$ cat config.mk
export PLATFORM = sky130hd
export DESIGN_NAME = sevenseg_scan
export DESIGN_NICKNAME = d
export VERILOG_FILES = /design/src/rtl/sevenseg_scan.sv
export SDC_FILE = /design/constraint.sdc
export NUM_CORES = 1
export LEC_CHECK = 0
export ABC_AREA = 1
export CORE_UTILIZATION = 40
export DETAILED_ROUTE_END_ITERATION = 7
export PLACE_DENSITY = 0.62
export SLEW_MARGIN = 20
export SYNTH_ARGS = -nofsm -noshare
export SYNTH_HDL_FRONTEND = slang
export SYNTH_SLANG_ARGS = --single-unit
$ cat constraint.sdc
create_clock -name clk -period 1.6 [get_ports clk]
set_input_delay 0.32 -clock clk [delete_from_list [all_inputs] [get_ports clk]]
set_output_delay 0.32 -clock clk [all_outputs]
set_load 0.01 [all_outputs]
$ cat src/rtl/sevenseg_scan.sv
// sevenseg_scan: time-multiplexed scan controller for a bank of seven-segment
// digits sharing one BCD decoder. New frames are double-buffered and only
// committed at the start of a frame so a displayed number never tears.
module sevenseg_scan #(
    parameter int NUM_DIGITS   = 4,
    parameter int REFRESH_DIV  = 50000,
    parameter int BLANK_CYCLES = 16
) (
    input  logic                    clk,
    input  logic                    reset_n,
    input  logic                    load,
    input  logic [4*NUM_DIGITS-1:0] digits_in,
    input  logic                    lz_blank,
    output logic [3:0]              bcd_out,
    output logic [NUM_DIGITS-1:0]   digit_en,
    output logic                    frame_done
);

    localparam int CNT_MAX = (REFRESH_DIV > BLANK_CYCLES) ? REFRESH_DIV : BLANK_CYCLES;
    localparam int CNT_W   = (CNT_MAX > 1) ? $clog2(CNT_MAX) : 1;
    localparam int IDX_W   = $clog2(NUM_DIGITS);

    typedef enum logic {
        BLANK = 1'b0,
        DRIVE = 1'b1
    } state_t;

    state_t                  state;
    state_t                  state_nxt;
    logic [CNT_W-1:0]        cnt;
    logic [CNT_W-1:0]        cnt_nxt;
    logic [IDX_W-1:0]        idx;
    logic [IDX_W-1:0]        idx_nxt;
    logic                    commit;
    logic                    wrap;

    logic [4*NUM_DIGITS-1:0] pending;
    logic                    pend_valid;
    logic [4*NUM_DIGITS-1:0] display;
    logic [4*NUM_DIGITS-1:0] display_nxt;

    logic [NUM_DIGITS-1:0]   upper_zero;
    logic [NUM_DIGITS-1:0]   suppress;
    logic [NUM_DIGITS-1:0]   en_nxt;
    logic [3:0]              bcd_nxt;

    // Phase sequencing: count through the blank gap, then the drive slot,
    // advancing to the next digit at the end of each drive slot.
    always_comb begin
        state_nxt = state;
        cnt_nxt   = cnt + 1'b1;
        idx_nxt   = idx;
        commit    = 1'b0;
        wrap      = 1'b0;
        case (state)
            BLANK: begin
                if (cnt == CNT_W'(BLANK_CYCLES - 1)) begin
                    cnt_nxt   = '0;
                    state_nxt = DRIVE;
                    commit    = (idx == '0) && pend_valid;
                end
            end
            DRIVE: begin
                if (cnt == CNT_W'(REFRESH_DIV - 1)) begin
                    cnt_nxt   = '0;
                    state_nxt = BLANK;
                    if (idx == IDX_W'(NUM_DIGITS - 1)) begin
                        idx_nxt = '0;
                        wrap    = 1'b1;
                    end else begin
                        idx_nxt = idx + 1'b1;
                    end
                end
            end
            default: begin
                state_nxt = BLANK;
                cnt_nxt   = '0;
            end
        endcase
    end

    // Scan state registers.
    always_ff @(posedge clk or negedge reset_n) begin
        if (!reset_n) begin
            state <= BLANK;
            cnt   <= '0;
            idx   <= '0;
        end else begin
            state <= state_nxt;
            cnt   <= cnt_nxt;
            idx   <= idx_nxt;
        end
    end

    // Double buffer: a load always lands in pending, and a commit moves the
    // previous pending into display; a load in the commit cycle stays pending.
    always_ff @(posedge clk or negedge reset_n) begin
        if (!reset_n) begin
            pending    <= '0;
            pend_valid <= 1'b0;
            display    <= '0;
        end else begin
            if (commit) begin
                display    <= pending;
                pend_valid <= 1'b0;
            end
            if (load) begin
                pending    <= digits_in;
                pend_valid <= 1'b1;
            end
        end
    end

    // Leading-zero suppression: a digit is blank when it and every higher digit
    // are zero; digit 0 always stays lit so a zero value still shows "0".
    always_comb begin
        upper_zero = '0;
        suppress   = '0;
        upper_zero[NUM_DIGITS-1] = (display[4*(NUM_DIGITS-1) +: 4] == 4'd0);
        for (int i = NUM_DIGITS - 2; i >= 0; i--) begin
            upper_zero[i] = upper_zero[i+1] && (display[4*i +: 4] == 4'd0);
        end
        for (int i = 1; i < NUM_DIGITS; i++) begin
            suppress[i] = lz_blank && upper_zero[i];
        end
    end

    // Output selection. The nibble is taken from the frame about to be shown,
    // so on a commit the decoder input changes while the commons are still off.
    always_comb begin
        display_nxt = commit ? pending : display;
        bcd_nxt     = 4'd0;
        en_nxt      = '0;
        for (int i = 0; i < NUM_DIGITS; i++) begin
            if (idx == IDX_W'(i)) begin
                bcd_nxt   = display_nxt[4*i +: 4];
                en_nxt[i] = (state == DRIVE) && !suppress[i];
            end
        end
    end

    // Registered outputs, one cycle behind the scan state.
    always_ff @(posedge clk or negedge reset_n) begin
        if (!reset_n) begin
            bcd_out    <= 4'd0;
            digit_en   <= '0;
            frame_done <= 1'b0;
        end else begin
            bcd_out    <= bcd_nxt;
            digit_en   <= en_nxt;
            frame_done <= wrap;
        end
    end

endmodule

==> results.md <==
* Fin Clk Skew at 0.009657 ns
* Num CTS Buffers at 9
* EDFF count, synth at 0
* Async set-reset flop share out of synthesis at 100.0%
* Syn nets at 350
* Root Driver: clkbuf_8
* Least-Margin Pin Slew at 0.3652 ns
* IO buf count at 28
* Layout cells sized above 1 at 31.21%
* Top FF cell, synth: dfrtp_1
* Tot GR Track Use at 18.74%
* FP Rows at 30
* CP max stage cell: dfrtp_1
* Starting Density at 42.01%
* CORE AREA at 6907 sq um
* Pleak at 0.002023 uW
* Req. time, crit path at 1.84 ns
* Largest fanout on the critical path at 5
* Top-count cell post-synth: nand2_1
* Filler cells at 602
* Clock Latency Late Sink at 0.34 ns
* R2R depth at 11
* Nets at 443
* First-pass DRT Iterations at 4
* Post-synth top area share at 52.61%
* Yosys top cell by area: dfrtp_1
* Final antenna-violating net count at 0
* Final hold vios at 0
* H-Tree Depth at 3
* Max Freq at 600.4 MHz
* Area delta synth->final at 42.82%
* Register area at 1526 sq um
* Slew Limit Fails at 0
* Slew HR at 75.65%
* Ant. Diodes at 0
* Tcrit/Tclk final at 104.1%
* R2R setup slack at -0.07 ns
* P per Cell Area at 790.4 nW/um^2
* Total routed wirelength at 6440 um
* Setup slack after layout at -0.06551 ns
* Worst Path Class, Setup: reg2reg
* DRT iter0 DRCs at 142
* Most area-consuming cells after synthesis: dfrtp_1, nand2_1, inv_1
* Die height at 87.17 um
* Area of the multi-input gates at 1341 sq um
* Sequential element share of the synthesized area at 52.61%
* Flops & latches, synth at 61
* Post-DR wirelength/cell at 12.41 um
* Crit. End Element: flip-flop
* Count of different cell masters after synthesis at 33
* Placer Congestion at 0.8406
* Cell area after synthesis at 2902 sq um
* FF-to-FF Start: cnt[9]$_DFF_PN0_
* Detailed-route via count at 2417
* Reg clk slew, reported paths at 0.07 ns
* Final min period at 1.666 ns
* DRC viols at 0
* Most frequent CP cell: nand2_1
* Yosys warnings at 0
* Initial antenna violation count at 0
* Dpl hpwl at 4453 um
* Largest net degree at the start of global routing at 35
* Clock buffer depth at 2
* Total I/O pin count at 29
* Grt ovf at 0
* WP data arrival at 1.90 ns
* Reg2Reg Capture Point: bcd_out[0]$_DFF_PN0_
* Number of global-route vias before repair at 2315
* Commonest cells in the netlist: nand2_1, dfrtp_1, inv_1
* Setup violators final at 5
* Setup_tns at -0.1996 ns
* Crit-path max cell delay at 0.40 ns
* Worst vdd ir at 0.0004958 V
* CP startpoint kind: flip-flop
* Mapped Cells at 325
* Die area at 7599 sq um
* RSZ-0062 raised after global routing: yes
* Status: finished with violations
* CP cell instances: nor2_2 -> nand2_2 -> nor2_4 -> buf_4 -> nand3_4 -> nor2_4 -> nand2_1 -> nand3_1 -> nand3_1 -> nand2_1 -> nand2_1
* Via density at 4.657
* CTS tree: built
* Max Cap Viol at 0
* Die W at 87.17 um
* Sink Count at 61
* Syn Area/Cell at 8.928 sq um
* Min-Delay Path Class: in2async
* First-pass GRT wire length at 10650 um
* Pre-CTS WS at -0.08762 ns
* Violated checks: setup timing
-- power breakdown --
part / total (uW) / internal [uW] / switching, uW
combinational: 259 / 127 / 132
sequential: 1660 / 1620 / 33.5
clock: 1360 / 722 / 636
-- metrics by stage --
step           total power, uW  util [%]  hold WS (ns)  cells  instance area (sq um)
3_5_place_dp              1939     51.72        0.2536    483                   3572
3_3_place_gp              1932     51.72        0.2506    483                   3572
5_1_grt                   3437     60.00        0.4374    519                   4144
6_report                  3275     60.00        0.4163    519                   4144
4_1_cts                   3317     57.28        0.4051    511                   3956
2_1_floorplan             1801         -       0.02441    325                   2902
-- layer usage --
layer  part of all wire [%]  track usage, %  vias up
li1                       -               -     1215
met4                    2.2           8.644        0
met1                     46           25.96     1141
met5                      0               0        -
met3                    3.9           3.791       14
met2                     48           28.35       47
-- registers in the layout, summed over array words and instances, names as in the netlist --
register	count
bcd_out	4
cnt	16
digit_en	4
display	16
frame_done	1
idx	2
pend_valid	1
pending	16
state	1
-- cell usage in the layout (no fill, tap or decap), types with 3 or more instances in the layout --
| cell type | instances |
|---|---|
| nand3_1 | 25 |
| nand3_4 | 3 |
| xor2_1 | 9 |
| o21ai_0 | 14 |
| ha_1 | 4 |
| inv_2 | 3 |
| nand2_1 | 65 |
| inv_1 | 49 |
| nor2_2 | 6 |
| mux2_2 | 4 |
| o21ai_2 | 3 |
| buf_4 | 50 |
| a21oi_1 | 5 |
| nor3_1 | 6 |
| clkbuf_8 | 9 |
| nand3_2 | 7 |
| clkinv_4 | 3 |
| dfrtp_1 | 61 |
| and2_1 | 8 |
| nor2_1 | 6 |
| nand2_2 | 13 |
| buf_6 | 5 |
| nor2_4 | 8 |
| clkdlybuf4s50_1 | 27 |
| nand4_1 | 3 |
-- what timing repair did --
item | 4_1_cts | 5_1_grt
hold endpoints to repair | 12 | 0
setup endpoints to repair | 6 | 28
resized for setup | 18 | 31
buffers inserted | 11 | 8
gates cloned | 0 | 0
hold buffers | 1 | 0
pin swaps | 11 | 13
-- cells by family after synthesis --
group,share of synthesized area [%]
fa+ha+maj,2.156
buf+inv,7.633
simple gates,28.42
mux,1.552
compound gates,4.614
flops,52.61
xor+xnor,3.019
-- layout make-up --
cell class	count	area share, %
tap	96	2.899
clock inverter	7	1.842
inverter	53	4.801
clock buffer	9	2.989
sequential	61	36.84
multi-input combinational	207	32.37
timing repair buffer	86	18.27
-- critical path: cells and delay by family (launching register included) --
| kind | cells | cell delay [ns] |
|---|---|---|
| flip-flops | 1 | 0.40 |
| AND/OR/NAND/NOR | 10 | 1.00 |
| buffers and inverters | 1 | 0.15 |
-- how the worst max path moves through the flow --
stage / slack [ns] / cells past startpoint / start / to
2_1_floorplan: 0.02 / 12 / idx[0]$_DFFE_PN0P_ / bcd_out[1]$_DFF_PN0_
3_3_place_gp: -0.08 / 11 / cnt[10]$_DFF_PN0_ / bcd_out[2]$_DFF_PN0_
3_5_place_dp: -0.09 / 11 / cnt[12]$_DFF_PN0_ / bcd_out[2]$_DFF_PN0_
4_1_cts: -0.06 / 11 / cnt[1]$_DFF_PN0_ / bcd_out[2]$_DFF_PN0_
5_1_grt: -0.18 / 11 / cnt[6]$_DFF_PN0_ / bcd_out[0]$_DFF_PN0_
6_report: -0.07 / 11 / cnt[9]$_DFF_PN0_ / bcd_out[0]$_DFF_PN0_
(Power assumes the default switching activity.)
